$ cat src/rtl/framebuffer_cmd_sequencer.sv
// Framebuffer command sequencer.
//
// Accepts commit/memset commands from the command decoder and dispatches them to the
// per-target handlers (0 = color, 1 = depth, 2 = stencil). Memset-only targets are
// launched together. Commit targets run one at a time in ascending index order
// because they share a single output stream, which this block multiplexes. A command
// completes (done pulse) only after every involved handler reports applied.
//
// Ports:
//   clk, reset                 clock, synchronous active-high reset
//   s_cmd_*                    command input (valid/ready, per-target masks, size)
//   hApply/hApplied            per-handler apply pulse / applied (idle) flag
//   hCmdCommit/hCmdMemset      per-handler flags, non-zero only while hApply is high
//   hCmdSize                   size latched at command accept
//   s_axis_*                   per-handler streams (flattened, target i in slice i)
//   m_axis_*                   merged output stream
//   busy, done                 command in progress / one-cycle completion pulse
//
// Build option:
//   FB_SEQ_MERGE_TLAST_EN      when defined, m_axis_tlast is raised only on the last
//                              beat of the final committed target, so all commits of a
//                              command form one packet. Otherwise each target's tlast
//                              passes through unchanged.
module framebuffer_cmd_sequencer #(
  parameter int unsigned NUM_TARGETS         = 3,
  parameter int unsigned STREAM_WIDTH        = 32,
  parameter int unsigned FB_SIZE_IN_PIXEL_LG = 20
) (
  input  logic                                clk,
  input  logic                                reset,
  input  logic                                s_cmd_valid,
  output logic                                s_cmd_ready,
  input  logic [NUM_TARGETS-1:0]              s_cmd_commit,
  input  logic [NUM_TARGETS-1:0]              s_cmd_memset,
  input  logic [FB_SIZE_IN_PIXEL_LG-1:0]      s_cmd_size,
  output logic [NUM_TARGETS-1:0]              hApply,
  input  logic [NUM_TARGETS-1:0]              hApplied,
  output logic [NUM_TARGETS-1:0]              hCmdCommit,
  output logic [NUM_TARGETS-1:0]              hCmdMemset,
  output logic [FB_SIZE_IN_PIXEL_LG-1:0]      hCmdSize,
  input  logic [NUM_TARGETS-1:0]              s_axis_tvalid,
  input  logic [NUM_TARGETS-1:0]              s_axis_tlast,
  input  logic [NUM_TARGETS*STREAM_WIDTH-1:0] s_axis_tdata,
  output logic [NUM_TARGETS-1:0]              s_axis_tready,
  output logic                                m_axis_tvalid,
  output logic                                m_axis_tlast,
  output logic [STREAM_WIDTH-1:0]             m_axis_tdata,
  input  logic                                m_axis_tready,
  output logic                                busy,
  output logic                                done
);

  localparam int unsigned SelW = (NUM_TARGETS > 1) ? $clog2(NUM_TARGETS) : 1;

  typedef enum logic [2:0] {
    StIdle,
    StParStart,
    StSelect,
    StCApply,
    StCGuard,
    StCWait,
    StFinalWait,
    StDone
  } state_e;

  state_e                         state_q, state_d;
  logic [NUM_TARGETS-1:0]         commit_mask_q, commit_mask_d;
  logic [NUM_TARGETS-1:0]         memset_mask_q, memset_mask_d;
  logic [NUM_TARGETS-1:0]         rem_q, rem_d;  // commit targets not yet dispatched
  logic [SelW-1:0]                sel_q, sel_d;
  logic [FB_SIZE_IN_PIXEL_LG-1:0] size_q, size_d;
  logic [NUM_TARGETS-1:0]         apply_q, apply_d;
  logic [NUM_TARGETS-1:0]         cmd_commit_q, cmd_commit_d;
  logic [NUM_TARGETS-1:0]         cmd_memset_q, cmd_memset_d;
  logic                           ready_q, ready_d;
  logic                           busy_q, busy_d;
  logic                           done_q, done_d;

  logic [NUM_TARGETS-1:0]         par_mask;
  logic                           found;
  logic [SelW-1:0]                low_idx;

  assign par_mask = memset_mask_q & ~commit_mask_q;

  // Lowest remaining commit target.
  always_comb begin
    found   = 1'b0;
    low_idx = '0;
    for (int unsigned i = 0; i < NUM_TARGETS; i++) begin
      if (!found && rem_q[i]) begin
        found   = 1'b1;
        low_idx = SelW'(i);
      end
    end
  end

  // Next state. Outputs are registered: each one is computed for the state being
  // entered, so hApply and the flags line up with PAR_START / C_APPLY for one cycle.
  always_comb begin
    state_d       = state_q;
    commit_mask_d = commit_mask_q;
    memset_mask_d = memset_mask_q;
    rem_d         = rem_q;
    sel_d         = sel_q;
    size_d        = size_q;
    apply_d       = '0;
    cmd_commit_d  = '0;
    cmd_memset_d  = '0;

    unique case (state_q)
      StIdle: begin
        if (s_cmd_valid) begin
          commit_mask_d = s_cmd_commit;
          memset_mask_d = s_cmd_memset;
          rem_d         = s_cmd_commit;
          size_d        = s_cmd_size;
          if ((s_cmd_commit | s_cmd_memset) == '0) begin
            state_d = StDone;
          end else begin
            state_d      = StParStart;
            apply_d      = s_cmd_memset & ~s_cmd_commit;
            cmd_memset_d = s_cmd_memset & ~s_cmd_commit;
          end
        end
      end
      StParStart: state_d = StSelect;
      StSelect: begin
        if (found) begin
          sel_d                 = low_idx;
          rem_d[low_idx]        = 1'b0;
          state_d               = StCApply;
          apply_d[low_idx]      = 1'b1;
          cmd_commit_d[low_idx] = 1'b1;
          cmd_memset_d[low_idx] = memset_mask_q[low_idx];
        end else begin
          state_d = StFinalWait;
        end
      end
      StCApply: state_d = StCGuard;
      // Gives the handler's registered applied flag a cycle to fall.
      StCGuard: state_d = StCWait;
      StCWait: begin
        if (hApplied[sel_q]) state_d = StSelect;
      end
      StFinalWait: begin
        if ((hApplied & par_mask) == par_mask) state_d = StDone;
      end
      StDone:   state_d = StIdle;
      default:  state_d = StIdle;
    endcase
  end

  assign ready_d = (state_d == StIdle);
  assign busy_d  = (state_d != StIdle);
  assign done_d  = (state_d == StDone);

  always_ff @(posedge clk) begin
    if (reset) begin
      state_q       <= StIdle;
      commit_mask_q <= '0;
      memset_mask_q <= '0;
      rem_q         <= '0;
      sel_q         <= '0;
      size_q        <= '0;
      apply_q       <= '0;
      cmd_commit_q  <= '0;
      cmd_memset_q  <= '0;
      ready_q       <= 1'b1;
      busy_q        <= 1'b0;
      done_q        <= 1'b0;
    end else begin
      state_q       <= state_d;
      commit_mask_q <= commit_mask_d;
      memset_mask_q <= memset_mask_d;
      rem_q         <= rem_d;
      sel_q         <= sel_d;
      size_q        <= size_d;
      apply_q       <= apply_d;
      cmd_commit_q  <= cmd_commit_d;
      cmd_memset_q  <= cmd_memset_d;
      ready_q       <= ready_d;
      busy_q        <= busy_d;
      done_q        <= done_d;
    end
  end

  assign s_cmd_ready = ready_q;
  assign hApply      = apply_q;
  assign hCmdCommit  = cmd_commit_q;
  assign hCmdMemset  = cmd_memset_q;
  assign hCmdSize    = size_q;
  assign busy        = busy_q;
  assign done        = done_q;

  // Combinational stream mux: no added latency between the selected handler and output.
  always_comb begin
    m_axis_tvalid = 1'b0;
    m_axis_tlast  = 1'b0;
    m_axis_tdata  = '0;
    s_axis_tready = '0;
    if (state_q == StCWait) begin
      m_axis_tvalid        = s_axis_tvalid[sel_q];
      m_axis_tdata         = s_axis_tdata[int'(sel_q)*STREAM_WIDTH +: STREAM_WIDTH];
`ifdef FB_SEQ_MERGE_TLAST_EN
      // Only the final committed target closes the packet.
      m_axis_tlast         = s_axis_tlast[sel_q] && (rem_q == '0);
`else
      m_axis_tlast         = s_axis_tlast[sel_q];
`endif
      s_axis_tready[sel_q] = m_axis_tready;
    end
  end

endmodule

$ cat config.mk
export PLATFORM = sky130hd
export DESIGN_NAME = framebuffer_cmd_sequencer
export DESIGN_NICKNAME = d
export VERILOG_FILES = /design/src/rtl/framebuffer_cmd_sequencer.sv
export SDC_FILE = /design/constraint.sdc
export NUM_CORES = 1
export LEC_CHECK = 0
export CAP_MARGIN = 20
export CORE_MARGIN = 3
export CORE_UTILIZATION = 31
export DETAILED_ROUTE_END_ITERATION = 12
export PLACE_DENSITY_LB_ADDON = 0.08
export SKIP_CTS_REPAIR_TIMING = 1
export SLEW_MARGIN = 20
export SYNTH_ARGS = -nofsm -noshare
export SYNTH_HDL_FRONTEND = slang
export SYNTH_SLANG_ARGS = --single-unit
$ cat constraint.sdc
create_clock -name clk -period 1.7 [get_ports clk]
set_clock_uncertainty 0.1 [all_clocks]
set_input_delay 0.51 -clock clk [delete_from_list [all_inputs] [get_ports clk]]
set_output_delay 0.51 -clock clk [all_outputs]
set_load 0.005 [all_outputs]
[After elaboration in Yosys (flattened, before gate mapping)]
Index checks and enable logic that the tools add are counted.
W data, S select, Z words.
Word-level totals
  bits in read-only memories: 0
  latch bits: 0
  input bits: 135
  word-level logic and storage cells: 90
  output and inout port bits: 69
  flip-flop bits (word level): 46
  memory bits (writable): 0
  memories: 0
Operators by class
  add/sub/neg operators: 0
  divide/modulo/power cells: 0
  bitwise logic cells: 11
  multiply operators: 0
  reductions and logical operators: 15
  $lt $le $gt $ge: 4
  equal/unequal tests: 11
  shifts and indexed selects: 1
  mux-type cells: 36
Operators with widths (count)
  $shiftx A96 B8 Y32: 1
  $mux W3: 12
  $mux W32: 1
  $pmux W3 S8: 1
  $and A3 B3 Y3: 6
  $pmux W3 S2: 3
  $eq A3 B3 Y1 const B: 5
  $mux W1: 12
  $logic_not A3 Y1: 3
  $not A3 Y3: 3
  $bmux W1 S2: 4
  $eq A3 B2 Y1 const B: 2
  $lt A2 B3 Y1 const B: 2
  $demux W1 S2: 2
  $ge A2 B1 Y1 const B: 2
  $logic_and A1 B1 Y1: 4
  $ne A2 B2 Y1 const B: 2
  $reduce_and A2 Y1: 2
  $eq A3 B1 Y1 const B: 1
  $eq A3 B3 Y1: 1
  $or A3 B3 Y3: 1
  $reduce_and A3 Y1: 1
  $reduce_bool A3 Y1: 1
  $logic_not A1 Y1: 2
  4 further kinds: 4

[Longest topological paths before layout]
  depth after elaboration: 15
  depth in mapped cells: 6
  gate-level depth less buffers: 4

[Worst setup path before layout]
OpenSTA, ideal clock, no wires.
  path kind: register to output
  from: register state_q[2]
  to: output port m_axis_tdata[10]
  required time: 1090 ps
  setup slack: -182 ps
  buffers on the path: 2
  arrival: 1272 ps
  stages on the path, launching flop included: 6
  path through: dfxtp_1 > buf_2 > nor2b_2 > nand2_1 > clkbuf_1 > nor2_1
On the way
  word-level cells in the longest chain between the ends: 2
RTL lines
  from (decl): RTL line 66  | state_e state_q, state_d;
  from (signal assigned): RTL line 159  | state_q <= StIdle;
  from (signal assigned): RTL line 172  | state_q <= state_d;
  $eq A3 B3 Y1: RTL line 201  | if (state_q == StCWait) begin
  $mux W32: RTL line 201
  to (decl): RTL line 47  | output logic [STREAM_WIDTH-1:0] m_axis_tdata,
No other way between the ends.

[Worst setup path in the final report]
  from: register sel_q[0]
  to: output port m_axis_tdata[4]
On the way
  word-level cells in the longest chain between the ends: 2
RTL lines
  from (decl): RTL line 70  | logic [SelW-1:0] sel_q, sel_d;
  from (signal assigned): RTL line 176  | sel_q <= sel_d;
  $shiftx A96 B8 Y32: RTL line 203  | m_axis_tdata = s_axis_tdata[int'(sel_q)*STREAM_WIDTH +: STREAM_WIDTH];
  $mux W32: RTL line 201
No other way between the ends.

==> flow_metrics.tcl <==
set metrics [dict create \
    synthTopCellsByCount "80 x nor2_1, 72 x a21oi_1, 59 x nand2_1" \
    drv_slew 0 \
    slowest_stage "dfxtp_4" \
    track_usage_pct 21.6 \
    synth_top_area_share_pct 34.8 \
    yosysSeqAreaShare_pct 34.8 \
    h-tree-depth 2 \
    grt_pass1_wl_mm 17.2 \
    initial_utilization_pct 32.0 \
    dieWidth_um 98.4 \
    arrival_ps 1680 \
    via_count 3574 \
    gr-total-overflow 0 \
    drive_gt1_share_pct 25.7 \
    synth_flop_cell "dfxtp_1" \
    grt_max_degree 35 \
    period_share_pct 135 \
    end_kind "output pin" \
    slowest_delay_ps 410 \
    grt_pass1_vias 3328 \
    clock_path_buffers 2 \
    setup_ws_ps -592 \
    period_minus_slack_ps 2290 \
    ios 204 \
    core_mm2 0.00826 \
    rsz0062_at_grt "yes" \
    max_cap_violations 0 \
    final_nets 760 \
    antenna_found_initial 0 \
    areaGrowthSynthToFinish_pct 116 \
    port_buffers 203 \
    start_kind "flop" \
    ys_types 35 \
    drt-pass1-iter-count 4 \
    power_w 0.00484 \
    ir_drop_v 0.000773 \
    drcViolationCount 0 \
    crit_chain "buf_4, nor2b_4, buf_12, clkbuf_16, a21oi_1, nor2_1, dlymetal6s2s_1" \
    max_freq_mhz 436 \
    ys_ff_latch 46 \
    violations "setup timing" \
    cts.sinks 46 \
    worst_pin_slew_ps 348 \
    hold_violations 0 \
    crit_type "reg2out" \
    row_count 33 \
    dp_slack_ps -761 \
    cts-root-buf "clkbuf_8" \
    numCtsBuffers 5 \
    path_buf_inv 4 \
    cts.clk_slew.worst_paths_ps 90 \
    fin_setup_tns_ps -18500 \
    crit_path_max_fanout 10 \
    drt_wl_total_mm 12.2 \
    globalplace.congestion 0.892 \
    cpLargestDelayFamily "buffers and inverters" \
    synth_edf_count 0 \
    post-route-util_pct 69.2 \
    hold_path.class "reg2reg" \
    async_flop_share_pct 0 \
    syn_nets 504 \
    status "complete, but fails checks" \
    chipHeight_um 98.4 \
    synth.avg_cell_area_um2 7.17 \
    synth_most_common_cell "nor2_1" \
    required_ps 1090 \
    dr.first_iter.drc_count 71 \
    antenna_cells 0 \
    mappedNetlistArea_mm2 0.00265 \
    power_density_mw_per_mm2 847 \
    timing.slew.headroom_pct 76.8 \
    dp_hpwl_mm 8.86 \
    wire_per_inst_um 16.6 \
    worstSkewPairLatency_ps 300 \
    hold_slack_ps 356 \
    synth.area.top_cells "dfxtp_1 35%, a21oi_1 14%, mux2i_1 13%" \
    postRouteAntennaNets 0 \
    synth_cells 369 \
    synth_top_area_cell "dfxtp_1" \
    finalSetupViolCount 38 \
    cellLeakagePower_nw 2.88 \
    dieArea_mm2 0.00968 \
    cts_tree "yes" \
    yosys_warnings 0 \
    viasPerCell 4.89 \
]
[where the power goes]
part	leakage [nW]	switching [W]	internal (W)
registers	0.383	0.000130	0.00132
clock network	0.0563	0.000388	0.000448
logic	2.44	0.00114	0.00141
total	2.88	0.00166	0.00318
[area by class of cell]
type                       instances  area, µm²
inverter                           2       7.51
tap                              105        131
clock inverter                     3       48.8
multi-input combinational        291       1690
clock buffer                       5       68.8
fill                             652       2540
sequential                        46        943
timing repair buffer             279       2820
[cell usage in the layout, fill, tap and decap left out, types with 5 or more instances in the layout]
cell	netlist	final
clkbuf_16	0	6
clkbuf_8	0	5
nor2_1	80	78
clkdlybuf4s50_1	0	132
nand2_1	59	58
buf_2	9	23
clkbuf_2	0	11
buf_6	1	16
buf_4	0	42
mux2i_1	35	30
a21oi_1	72	71
dfxtp_2	0	15
dfxtp_1	46	30
dlymetal6s2s_1	0	37
buf_12	0	8
[layer usage]
layer | routed length [µm] | part of all wire [%] | track usage, % | vias to the layer above
met5 | 0 | 0 | 0 | -
met4 | 288 | 2.4 | 5.46 | 0
met3 | 828 | 6.8 | 4.79 | 22
met2 | 6220 | 51 | 39.0 | 139
met1 | 4820 | 40 | 25.7 | 1656
li1 | - | - | - | 1757
[metrics by stage]
step,instance area [µm²],instances
after floorplan,2700,369
after detailed placement,5010,680
after global placement,5010,680
after global routing,5710,731
final,5710,731
after CTS,5130,688
[cells by family (layout without fill, tap and decap cells)]
family | after synthesis | after routing | synth area share (%)
compound gates | 87 | 87 | 18.1
simple gates | 169 | 169 | 28.6
mux | 35 | 35 | 13.2
flops | 46 | 46 | 34.8
buf+inv | 32 | 289 | 5.25
[worst paths after layout]
path	from	endpoint	slack, ps	cells after the start
min reg2reg	hCmdSize[9]	hCmdSize[9]	360	2
max	sel_q[0]	m_axis_tdata[4]	-590	7
min	hCmdSize[9]	hCmdSize[9]	360	2
max reg2reg	state_q[1]	done	-20	5
[sequential cells by signal, indices dropped and copies added (netlist names), 2 cells and up]
signal	count
memset_mask_q	3
hCmdCommit	3
rem_q	3
commit_mask_q	3
sel_q	2
hCmdMemset	3
state_q	3
hApply	3
hCmdSize	20
[tightest hold or removal path, cell delays in order (launching register included)]
cell and delay (ps):
dfxtp_2 330, nand2_1 50, a21oi_1 50
(Power assumes the default switching activity.)
